File: src/rtl/alu_seq_pkg.sv
// rtl/alu_seq_pkg.sv - opcode encodings and shared types for the sequential ALU
// Purpose: single home for the instruction-set opcode values and the FSM /
//          iterative-unit enums used by alu_seq and alu_iter_unit.
// Ports:   none (package).
package alu_seq_pkg;

  // Opcode encodings. ADD..NOT keep their original values; the later codes
  // extend the table.
  localparam logic [4:0] OP_ADD = 5'h00;
  localparam logic [4:0] OP_ADC = 5'h01;
  localparam logic [4:0] OP_SUB = 5'h02;
  localparam logic [4:0] OP_INC = 5'h03;
  localparam logic [4:0] OP_DEC = 5'h04;
  localparam logic [4:0] OP_AND = 5'h05;
  localparam logic [4:0] OP_OR  = 5'h06;
  localparam logic [4:0] OP_XOR = 5'h07;
  localparam logic [4:0] OP_NOT = 5'h08;
  localparam logic [4:0] OP_SBB = 5'h09;
  localparam logic [4:0] OP_SHL = 5'h0A;
  localparam logic [4:0] OP_SHR = 5'h0B;
  localparam logic [4:0] OP_SAR = 5'h0C;
  localparam logic [4:0] OP_MUL = 5'h0D;
  localparam logic [4:0] OP_CMP = 5'h0E;

  typedef enum logic [1:0] {ST_IDLE, ST_SHIFT, ST_MUL} state_t;

  typedef enum logic [1:0] {IT_SHL, IT_SHR, IT_SAR, IT_MUL} iter_op_t;

endpackage

File: src/rtl/alu_iter_unit.sv
// rtl/alu_iter_unit.sv - one-bit-per-step shifter and shift-add multiplier
// Purpose: holds operands, step counter and step datapath for iterative ops.
// Ports:   clk, rst_n      - clock, async active-low reset
//          load, op, amt   - capture in_a/in_b and the op; amt = shift count
//          in_a, in_b      - operands (in_b is the multiplier for MUL)
//          step            - advance one bit
//          last            - the current step is the final one
//          result/carry/ovf- value the registers take on this step
module alu_iter_unit import alu_seq_pkg::*; #(
  parameter int WIDTH = 16,
  parameter int SHW   = $clog2(WIDTH)
) (
  input  logic             clk,
  input  logic             rst_n,
  input  logic             load,
  input  logic             step,
  input  iter_op_t         op,
  input  logic [WIDTH-1:0] in_a,
  input  logic [WIDTH-1:0] in_b,
  input  logic [SHW-1:0]   amt,
  output logic             last,
  output logic [WIDTH-1:0] result,
  output logic             carry,
  output logic             ovf
);
  localparam int CW = SHW + 1;

  iter_op_t         r_op;
  logic [WIDTH-1:0] r_val;  // shift value, or low product half / multiplier
  logic [WIDTH-1:0] r_hi;   // high product half
  logic [WIDTH-1:0] r_a;    // multiplicand
  logic [CW-1:0]    r_cnt;

  logic [WIDTH:0]   w_sum;
  logic [WIDTH-1:0] w_next_val;
  logic [WIDTH-1:0] w_next_hi;
  logic             w_next_c;

  // Shift-add step: add multiplicand when multiplier LSB is set, then shift
  // the {carry, hi, lo} triple right by one.
  assign w_sum = {1'b0, r_hi} + (r_val[0] ? {1'b0, r_a} : '0);

  always_comb begin
    w_next_val = r_val;
    w_next_hi  = r_hi;
    w_next_c   = 1'b0;
    case (r_op)
      IT_SHL: begin
        w_next_val = {r_val[WIDTH-2:0], 1'b0};
        w_next_c   = r_val[WIDTH-1];
      end
      IT_SHR: begin
        w_next_val = {1'b0, r_val[WIDTH-1:1]};
        w_next_c   = r_val[0];
      end
      IT_SAR: begin
        w_next_val = {r_val[WIDTH-1], r_val[WIDTH-1:1]};
        w_next_c   = r_val[0];
      end
      IT_MUL: begin
        w_next_val = {w_sum[0], r_val[WIDTH-1:1]};
        w_next_hi  = w_sum[WIDTH:1];
        w_next_c   = |w_sum[WIDTH:1];
      end
      default: ;
    endcase
  end

  always_ff @(posedge clk or negedge rst_n) begin
    if (!rst_n) begin
      r_op  <= IT_SHL;
      r_val <= '0;
      r_hi  <= '0;
      r_a   <= '0;
      r_cnt <= '0;
    end else if (load) begin
      r_op  <= op;
      r_val <= (op == IT_MUL) ? in_b : in_a;
      r_a   <= in_a;
      r_hi  <= '0;
      r_cnt <= (op == IT_MUL) ? CW'(WIDTH) : CW'(amt);
    end else if (step) begin
      r_val <= w_next_val;
      r_hi  <= w_next_hi;
      if (r_cnt != '0) r_cnt <= r_cnt - 1'b1;
    end
  end

  assign last   = (r_cnt == CW'(1));
  assign result = w_next_val;
  assign carry  = w_next_c;
  assign ovf    = (r_op == IT_MUL) && w_next_c;

endmodule

File: src/rtl/alu_seq.sv
// rtl/alu_seq.sv - handshaked ALU with registered flags and iterative ops
// Purpose: single-cycle arithmetic/logic plus multi-cycle shifts and multiply.
// Ports:   clk, rst_n          - clock, async active-low reset
//          start, opcode       - request, accepted only while not busy
//          in_a, in_b          - operands (in_b[SHW-1:0] = shift amount)
//          out                 - registered result
//          zero/sign/carry/ovf - registered flags
//          busy, done, illegal - status (done/illegal are one-cycle pulses)
module alu_seq import alu_seq_pkg::*; #(
  parameter int WIDTH = 16,
  parameter int SHW   = $clog2(WIDTH)
) (
  input  logic             clk,
  input  logic             rst_n,
  input  logic             start,
  input  logic [4:0]       opcode,
  input  logic [WIDTH-1:0] in_a,
  input  logic [WIDTH-1:0] in_b,
  output logic [WIDTH-1:0] out,
  output logic             zero_flag,
  output logic             sign_flag,
  output logic             carry_flag,
  output logic             ovf_flag,
  output logic             busy,
  output logic             done,
  output logic             illegal
);
  localparam int M = WIDTH - 1;

  state_t           r_state, w_state_nxt;
  logic [WIDTH-1:0] r_out;
  logic             r_zero, r_sign, r_carry, r_ovf, r_done, r_illegal;

  logic             w_accept, w_busy, w_step, w_load;
  logic [WIDTH-1:0] w_opb, w_res;
  logic             w_cin, w_c, w_v, w_wr_out, w_single, w_iter;
  logic [WIDTH:0]   w_add, w_sub;
  logic             w_add_v, w_sub_v;
  iter_op_t         w_iop;
  logic             w_last, w_it_c, w_it_v;
  logic [WIDTH-1:0] w_it_res;

  // INC/DEC reuse the add/sub paths with a constant 1 operand; ADC/SBB take
  // the current carry as carry-in / borrow-in.
  assign w_opb = (opcode == OP_INC || opcode == OP_DEC) ? {{(WIDTH-1){1'b0}}, 1'b1} : in_b;
  assign w_cin = (opcode == OP_ADC || opcode == OP_SBB) ? r_carry : 1'b0;
  assign w_add = {1'b0, in_a} + {1'b0, w_opb} + {{WIDTH{1'b0}}, w_cin};
  // Bit WIDTH of the difference is set exactly when in_a < w_opb + w_cin.
  assign w_sub = {1'b0, in_a} - {1'b0, w_opb} - {{WIDTH{1'b0}}, w_cin};
  assign w_add_v = (in_a[M] == w_opb[M]) && (w_add[M] != in_a[M]);
  assign w_sub_v = (in_a[M] != w_opb[M]) && (w_sub[M] != in_a[M]);

  always_comb begin
    w_res    = '0;
    w_c      = 1'b0;
    w_v      = 1'b0;
    w_wr_out = 1'b1;
    w_single = 1'b0;
    w_iter   = 1'b0;
    w_iop    = IT_SHL;
    case (opcode)
      OP_ADD, OP_ADC, OP_INC: begin
        w_single = 1'b1; w_res = w_add[M:0]; w_c = w_add[WIDTH]; w_v = w_add_v;
      end
      OP_SUB, OP_SBB, OP_DEC, OP_CMP: begin
        w_single = 1'b1; w_res = w_sub[M:0]; w_c = w_sub[WIDTH]; w_v = w_sub_v;
        w_wr_out = (opcode != OP_CMP);
      end
      OP_AND: begin w_single = 1'b1; w_res = in_a & in_b; end
      OP_OR:  begin w_single = 1'b1; w_res = in_a | in_b; end
      OP_XOR: begin w_single = 1'b1; w_res = in_a ^ in_b; end
      OP_NOT: begin w_single = 1'b1; w_res = ~in_a; end
      OP_SHL, OP_SHR, OP_SAR: begin
        w_iop = (opcode == OP_SHL) ? IT_SHL : (opcode == OP_SHR) ? IT_SHR : IT_SAR;
        // A zero shift completes immediately with the operand unchanged.
        if (in_b[SHW-1:0] == '0) begin
          w_single = 1'b1; w_res = in_a;
        end else begin
          w_iter = 1'b1;
        end
      end
      OP_MUL: begin w_iter = 1'b1; w_iop = IT_MUL; end
      default: ;
    endcase
  end

  // FSM: state register
  always_ff @(posedge clk or negedge rst_n) begin
    if (!rst_n) r_state <= ST_IDLE;
    else        r_state <= w_state_nxt;
  end

  // FSM: next state
  always_comb begin
    w_state_nxt = r_state;
    case (r_state)
      ST_IDLE:          if (w_accept && w_iter) w_state_nxt = (w_iop == IT_MUL) ? ST_MUL : ST_SHIFT;
      ST_SHIFT, ST_MUL: if (w_last) w_state_nxt = ST_IDLE;
      default:          w_state_nxt = ST_IDLE;
    endcase
  end

  // FSM: outputs
  always_comb begin
    w_busy   = (r_state != ST_IDLE);
    w_accept = start && (r_state == ST_IDLE);
    w_step   = w_busy;
    w_load   = w_accept && w_iter;
  end

  alu_iter_unit #(.WIDTH(WIDTH), .SHW(SHW)) u_iter (
    .clk    (clk),
    .rst_n  (rst_n),
    .load   (w_load),
    .step   (w_step),
    .op     (w_iop),
    .in_a   (in_a),
    .in_b   (in_b),
    .amt    (in_b[SHW-1:0]),
    .last   (w_last),
    .result (w_it_res),
    .carry  (w_it_c),
    .ovf    (w_it_v)
  );

  always_ff @(posedge clk or negedge rst_n) begin
    if (!rst_n) begin
      r_out     <= '0;
      r_zero    <= 1'b0;
      r_sign    <= 1'b0;
      r_carry   <= 1'b0;
      r_ovf     <= 1'b0;
      r_done    <= 1'b0;
      r_illegal <= 1'b0;
    end else begin
      r_done    <= 1'b0;
      r_illegal <= w_accept && !w_single && !w_iter;
      if (w_accept && w_single) begin
        if (w_wr_out) r_out <= w_res;
        r_zero  <= (w_res == '0);
        r_sign  <= w_res[M];
        r_carry <= w_c;
        r_ovf   <= w_v;
        r_done  <= 1'b1;
      end else if (w_step && w_last) begin
        r_out   <= w_it_res;
        r_zero  <= (w_it_res == '0);
        r_sign  <= w_it_res[M];
        r_carry <= w_it_c;
        r_ovf   <= w_it_v;
        r_done  <= 1'b1;
      end
    end
  end

  assign out        = r_out;
  assign zero_flag  = r_zero;
  assign sign_flag  = r_sign;
  assign carry_flag = r_carry;
  assign ovf_flag   = r_ovf;
  assign busy       = w_busy;
  assign done       = r_done;
  assign illegal    = r_illegal;

endmodule

File: config.mk
export PLATFORM = sky130hd
export DESIGN_NAME = alu_seq
export DESIGN_NICKNAME = d
export VERILOG_FILES = /design/src/rtl/alu_seq_pkg.sv /design/src/rtl/alu_iter_unit.sv /design/src/rtl/alu_seq.sv
export SDC_FILE = /design/constraint.sdc
export NUM_CORES = 1
export LEC_CHECK = 0
export ABC_AREA = 1
export CAP_MARGIN = 20
export CORE_MARGIN = 1.5
export CORE_UTILIZATION = 60
export CTS_CLUSTER_DIAMETER = 60
export DETAILED_ROUTE_END_ITERATION = 7
export HOLD_SLACK_MARGIN = 0.06
export PLACE_DENSITY = 0.81
export REMOVE_ABC_BUFFERS = 1
export SETUP_SLACK_MARGIN = 0.3
export SYNTH_ARGS = -nofsm -noshare
export SYNTH_HDL_FRONTEND = slang
export SYNTH_SLANG_ARGS = --single-unit
File: constraint.sdc
create_clock -name clk -period 2.95 [get_ports clk]
set_input_delay 0.885 -clock clk [delete_from_list [all_inputs] [get_ports clk]]
set_output_delay 0.885 -clock clk [all_outputs]
set_load 0.01 [all_outputs]
==> results by stage, run 1 <==
Status:
- The run stopped with a tool error.
- The stage where the run came to a stop is 5_1_grt.
- The first error in the log reads "[ERROR GRT-0232] Routing congestion too high. Check the congestion heatmap in the GUI".

Floorplanning:
- The floorplan has 43 rows.
- The die is 122 um wide.
- The number of ports placed on the die boundary is 63.
- The floorplan step set the die height to between 100 and 150 um.
- The initial utilization of the core area, before any placement, comes to 61.3%.

Timing:
- The worst endpoint kind after the last repair is a sequential cell input.
- Once global-route timing repair stopped, the endpoint with the least setup slack was zero_flag$_DFFE_PN0P_/D.

Clock network:
- The buffer type at the clock tree root is sky130_fd_sc_hd__clkbuf_16.
- In this run, CTS created clock tree buffers numbering 9.
- The total number of clock tree sinks is 79.
- Buffers inserted to repair hold after CTS numbered 0.
- The H-tree generated during clock tree synthesis spans 3 levels.
- In this run the deepest clock path goes through 2 buffers.

Yosys:
- The sequential share of the synthesized area is 23.3%.
- The fraction of synthesis flops using an asynchronous set or reset pin is 100%.
- Counting flops and latches in the post-synthesis netlist gives 79.
- In this run, synthesis inferred 0 flip-flops with an integrated enable.
- The count of mapped cells out of synthesis is 1,322.
- The synthesized netlist contains between 40 and 50 unique library cells.
- Among all flip-flop cells after synthesis, the most frequent one is sky130_fd_sc_hd__dfrtp_1.
- The mean post-synth cell area is roughly 6.4 um2.
- The Yosys step of the flow raised 0 warnings.
- The cell area after technology mapping is between 0.008 and 0.009 mm2.

Place:
- The half-perimeter wire length after placement is 23,800 um.
- In this run the cell area measured after placement is 0.0109 mm2.
- The weighted congestion at the end of routability-driven global placement is 1.02.
- Port buffering added 62 buffers.

GRT:
- Entering global routing, the biggest net connects 52 pins.
- The global-route usage over all layers is 94.6%.
- The total overflow left after global routing is roughly 850.
-- cells in the mapped netlist, types with 5 or more instances --
library cell               number  share of area [%]
sky130_fd_sc_hd__ha_1         101                 15
sky130_fd_sc_hd__a22oi_1       16                1.4
sky130_fd_sc_hd__nand2_1      343                 15
sky130_fd_sc_hd__o21ai_0       81                4.8
sky130_fd_sc_hd__dfrtp_1       79                 23
sky130_fd_sc_hd__nor2_2         7               0.52
sky130_fd_sc_hd__xor2_1         9               0.93
sky130_fd_sc_hd__o22ai_1       13               0.96
sky130_fd_sc_hd__o221ai_1       5               0.52
sky130_fd_sc_hd__a21oi_1       60                3.5
sky130_fd_sc_hd__nand3b_1      12                1.1
sky130_fd_sc_hd__inv_2         10               0.44
sky130_fd_sc_hd__fa_1           5                1.2
sky130_fd_sc_hd__nor3_1        11               0.65
sky130_fd_sc_hd__nor2_1       145                6.4
sky130_fd_sc_hd__inv_1        202                8.9
sky130_fd_sc_hd__nand4_1       19                1.4
sky130_fd_sc_hd__nand3_1      101                6.0
sky130_fd_sc_hd__clkbuf_1      20               0.89
sky130_fd_sc_hd__buf_2          8               0.47
sky130_fd_sc_hd__o21ai_1       22                1.3
sky130_fd_sc_hd__o211ai_1       5               0.44
-- stage by stage --
step                      worst slack, ns  instances  utilization [%]
after CTS                          -0.372       1803             89.8
after detailed placement            -1.29       1755             78.9
after global placement              -1.22       1755             78.9
after floorplan                    -0.856       1291                -
-- routing by layer --
metal	GRT overflow	global-route usage, %
met5	1	37.8
met4	247	110
met3	15	71.7
met2	565	118
met1	23	87.9
-- kinds of logic after synthesis --
family | Yosys count | share of synthesized area, %
compound gates | 229 | 15.6
xor+xnor | 10 | 1.03
fa+ha+maj | 106 | 16.1
buf+inv | 244 | 11.1
flops | 79 | 23.3
simple gates | 654 | 32.9
-- repair_timing --
item,in CTS
setup endpoints to repair,59
gates cloned,1
resized for setup,259
setup buffers,31
pin swaps,116
==> run 2, diff against run 1 <==
--- a/config.mk
+++ b/config.mk
@@ -8,13 +8,10 @@
 export ABC_AREA = 1
 export CAP_MARGIN = 20
 export CORE_MARGIN = 1.5
-export CORE_UTILIZATION = 60
-export CTS_CLUSTER_DIAMETER = 60
+export CORE_UTILIZATION = 40
 export DETAILED_ROUTE_END_ITERATION = 7
-export HOLD_SLACK_MARGIN = 0.06
-export PLACE_DENSITY = 0.81
+export PLACE_DENSITY_LB_ADDON = 0.15
 export REMOVE_ABC_BUFFERS = 1
-export SETUP_SLACK_MARGIN = 0.3
 export SYNTH_ARGS = -nofsm -noshare
 export SYNTH_HDL_FRONTEND = slang
 export SYNTH_SLANG_ARGS = --single-unit
==> run 2 against run 1 <==
Against the previous run:
- synthesized cell count is the same
- the flow now finishes, with violations (negative setup slack)
- synthesized area is the same
==> results by stage, run 2 <==
GRT:
- The global-route usage over all layers is 30.0%.
- The first global-routing pass estimated roughly 51,000 um of wire.
- The number of antenna violations at the first check in global routing was 0.
- The number of global-route vias before repair is 9,793.
- Entering global routing, the biggest net connects 65 pins.
- The aggregate global routing overflow is 0.

Floorplanning:
- The core region is 0.0209 mm2.
- The number of rows in the core area is 53 (+23%).
- The effective utilization at floorplan is 40.6% (-21 points).
- The number of ports placed on the die boundary is 63 (unchanged).
- The die span in y is 149 um (+22%).
- The die width is 149 um (+22%).
- The floorplan step defined a die boundary enclosing 0.0221 mm2.

Worst setup path:
- The most frequent cell on the critical path is sky130_fd_sc_hd__nand2_2.
- The critical path class is input port to register.
- The worst setup path is launched from an input port.
- The arrival time of data at the critical path endpoint is 3.72 ns.
- Along the worst path, the maximum fanout reaches 6.
- The kind of cell with the highest combined delay along the critical path is simple AND/OR/NAND/NOR gates.
- The required time at the endpoint of the critical path is roughly 3.2 ns.
- Counting buffers and inverters, the worst setup path is 23 cells deep.
- Together, buffers and inverters on the worst path number 4.
- The number of cells on the worst reg-to-reg path is 19.
- The worst setup path is captured at a register.
- Among all stages on the critical path, the largest delay is contributed by sky130_fd_sc_hd__ha_1.
- On the worst path, the slowest cell contributes a delay of 0.32 ns.
- The worst setup slack for register-to-register paths is 0.09 ns.
- Walking the worst path, the cells encountered are buf_8 -> nor2_4 -> nand2_2 -> o21ai_4 -> buf_8 -> buf_6 -> nor2_2 -> ha_1 -> inv_2 -> ha_4 -> a21oi_1 -> nand2_1 -> nor2_2 -> nand2_1 -> nand2_2 -> nand2_2 -> a21oi_2 -> nor2_1 -> nor2_1 -> nand2_1 -> nand2_2 -> nand2_2 -> nand3_2.

Status:
- The checks that failed: negative setup slack.
- The flow ran to the end, but the final reports show violations.

Clock network:
- The number of buffers created by CTS is 9 (unchanged).
- TritonCTS built the clock tree.
- For the worst-skew pair, the clock arrives at the later sink with an insertion delay of 0.35 ns.
- The total of hold buffers inserted after clock tree synthesis is 0 (unchanged).
- The total number of clock tree sinks is 79 (unchanged).
- The clock-pin slew on the worst setup and hold paths is 0.07 ns.
- The root buffer cell chosen for the clock tree is sky130_fd_sc_hd__clkbuf_16.
- The number of H-tree branching levels was 3 (unchanged).
- The worst-case clock buffer depth was 2 (unchanged).

Yosys:
- The area share of the leading cell type in the synthesized netlist is 23.3% (unchanged).
- The most instantiated library cell after synthesis is sky130_fd_sc_hd__nand2_1.
- The count of mapped cells out of synthesis came to 1,322 (unchanged).
- The mean post-synth cell area is 6.41 um2 (unchanged).
- The number of register bits inferred by synthesis is 79 (unchanged).
- The flip-flop cell with the highest count after synthesis is sky130_fd_sc_hd__dfrtp_1.
- By area the synthesized netlist is led by sky130_fd_sc_hd__dfrtp_1, sky130_fd_sc_hd__nand2_1, sky130_fd_sc_hd__ha_1.
- The fraction of synthesis flops using an asynchronous set or reset pin is 100% (unchanged).
- In the synthesized netlist, the cells that appear most often are sky130_fd_sc_hd__nand2_1, sky130_fd_sc_hd__inv_1, sky130_fd_sc_hd__nor2_1, sky130_fd_sc_hd__ha_1, sky130_fd_sc_hd__nand3_1.
- The warning count from the yosys run is 0 (unchanged).
- The cell area after technology mapping is 0.00848 mm2 (unchanged).
- The number of enable-type register cells in the synthesized netlist is 0 (unchanged).
- The cell taking the most area after synthesis is sky130_fd_sc_hd__dfrtp_1.
- The unique cell type count in the Yosys netlist is 49 (unchanged).
- The sequential share of the synthesized area was 23.3% (unchanged).

Power:
- The power density over the cells is 543 mW/mm2.
- The largest voltage drop on the vdd net is 392 uV.
- Summing internal, switching and leakage power gives about 7000 uW.
- For this design the static power due to leakage is 0.00661 uW.

Timing:
- The actual slew at the worst max-slew pin is 0.883 ns.
- The final worst slack is -0.483 ns.
- The time the worst path needs with I/O delays and setup is 3.43 ns.
- The worst slew slack as a fraction of its limit is 40.9%.
- Setup violations remaining at the end of the flow were counted as 18.
- The ratio of final minimum period to clock period is 116%.
- The post-route clock skew is 0.00936 ns.
- Setup total negative slack on the finished layout was measured at -4.88 ns.
- The final hold violation count is 0.
- For this run, the top clock speed supported by timing is 291 MHz.
- Setup repair after global routing could not meet its margin everywhere.
- The final-report max-slew violation count came to 0.

Cells and area:
- Summing all non-filler instances in the final layout gives an area of 0.0128 mm2.
- The sequential cell area is 0.00198 mm2.
- The area growth from synthesis to layout is 51.6%.
- The area used by multi-input combinational logic is 0.00661 mm2.
- Once layout is complete, the utilization of the core stands at between 60% and 70%.
- The library cell used most frequently in the layout, excluding fill and tap cells, is sky130_fd_sc_hd__nand2_1.
- In the layout the commonest cells are sky130_fd_sc_hd__nand2_1, sky130_fd_sc_hd__buf_4, sky130_fd_sc_hd__inv_1.
- The finished layout holds 1,909 standard cells, fillers aside.
- The number of antenna cells inserted is 0.
- Cells with a size suffix above 1 make up 32.7% of the layout.
- The final layout contains 1,775 nets.
- After filler insertion, the fill cell instance count of the layout stands at 1,931.

Place:
- The number of cells in the design after placement is 1,867 (+6.4%).
- The half-perimeter wire length after placement is 26,200 um (+10%).
- The count of port buffers added during placement was 62 (unchanged).
- The weighted congestion at the end of routability-driven global placement was 0.966 (-5.7%).
- The total placed instance area is 0.0112 mm2 (+2.5%).

Run:
- Across the run, the number of max-cap violations was 0.

Routing:
- After detailed routing, the average wire length per cell comes to between 15 and 20 um.
- The final layout contains routed wiring with a total length of 33,100 um.
- The average vias per placed instance is 5.23.
- The total via count after detailed routing is approximately 10,000.
- The DRC violation count after routing is 0.
- The number of antenna-violating nets in the routed design is 0.
- The DRC marker count from the first detailed-route iteration is between 700 and 800.
- The first TritonRoute pass finished after 5 iterations.

Hold path:
- The worst hold path cell count is 2.
- The path class of the tightest hold or removal check is register to register.
## run 2: stage by stage
step                      setup WS, ns  hold WS [ns]
after global routing            -0.662         0.507
after global placement           -1.44         0.465
final                           -0.483         0.481
after floorplan                 -0.856         0.453
after detailed placement         -1.46         0.468
after CTS                       -0.492         0.486
## run 2: path summary, 6_finish.rpt
| kind | start | end |
|---|---|---|
| max | opcode[2] | carry_flag |
| min | out[2] | out[2] |
| max reg2reg | u_iter.r_val[0] | ovf_flag |
| min reg2reg | out[2] | out[2] |
| max in group asynchronous | rst_n | out[12] |
| min in group asynchronous | rst_n | u_iter.r_cnt[3] |
## run 2: cells by family after synthesis
kind of cell               count (synthesis)  share of synthesized area [%]
and+or+nand+nor                          654                           32.9
xor gates and xnor gates                  10                           1.03
DFF                                       79                           23.3
adders and majority gates                106                           16.1
buffers and inverters                    244                           11.1
AOI/OAI and AO/OA                        229                           15.6
## run 2: metal layers
| layer | global-route usage (%) | share of wire (%) | vias up |
|---|---|---|---|
| li1 | - | - | 4916 |
| met1 | 38.4 | 43 | 4719 |
| met2 | 51.1 | 48 | 283 |
| met3 | 4.02 | 5.3 | 75 |
| met4 | 11.7 | 3.9 | 0 |
| met5 | 0 | 0 | - |
## run 2: worst min-delay path: stages (launching register included)
cell                      delay (ns)
sky130_fd_sc_hd__dfrtp_1        0.34
sky130_fd_sc_hd__nand2_1        0.06
sky130_fd_sc_hd__o21ai_2        0.05
## run 2: cell type report
cell class | instances | area share [%]
Clock buffer | 9 | 1.75
Clock inverter | 7 | 0.672
Inverter | 213 | 6.28
Multi-Input combinational cell | 999 | 51.5
Sequential cell | 79 | 15.4
Tap cell | 275 | 2.68
Timing Repair Buffer | 327 | 21.8
## run 2: where the power goes
part	switching [uW]	internal, uW
logic	2240	1750
clock network	514	675
registers	271	1530
total	3020	3950
## run 2: what timing repair did
action / CTS / global route
buffers inserted: 23 / 7
setup endpoints to repair: 31 / 22
gates cloned: 1 / 0
pin swaps: 78 / 83
resized for setup: 224 / 104
Note: power is estimated with default switching activity, not from simulation.
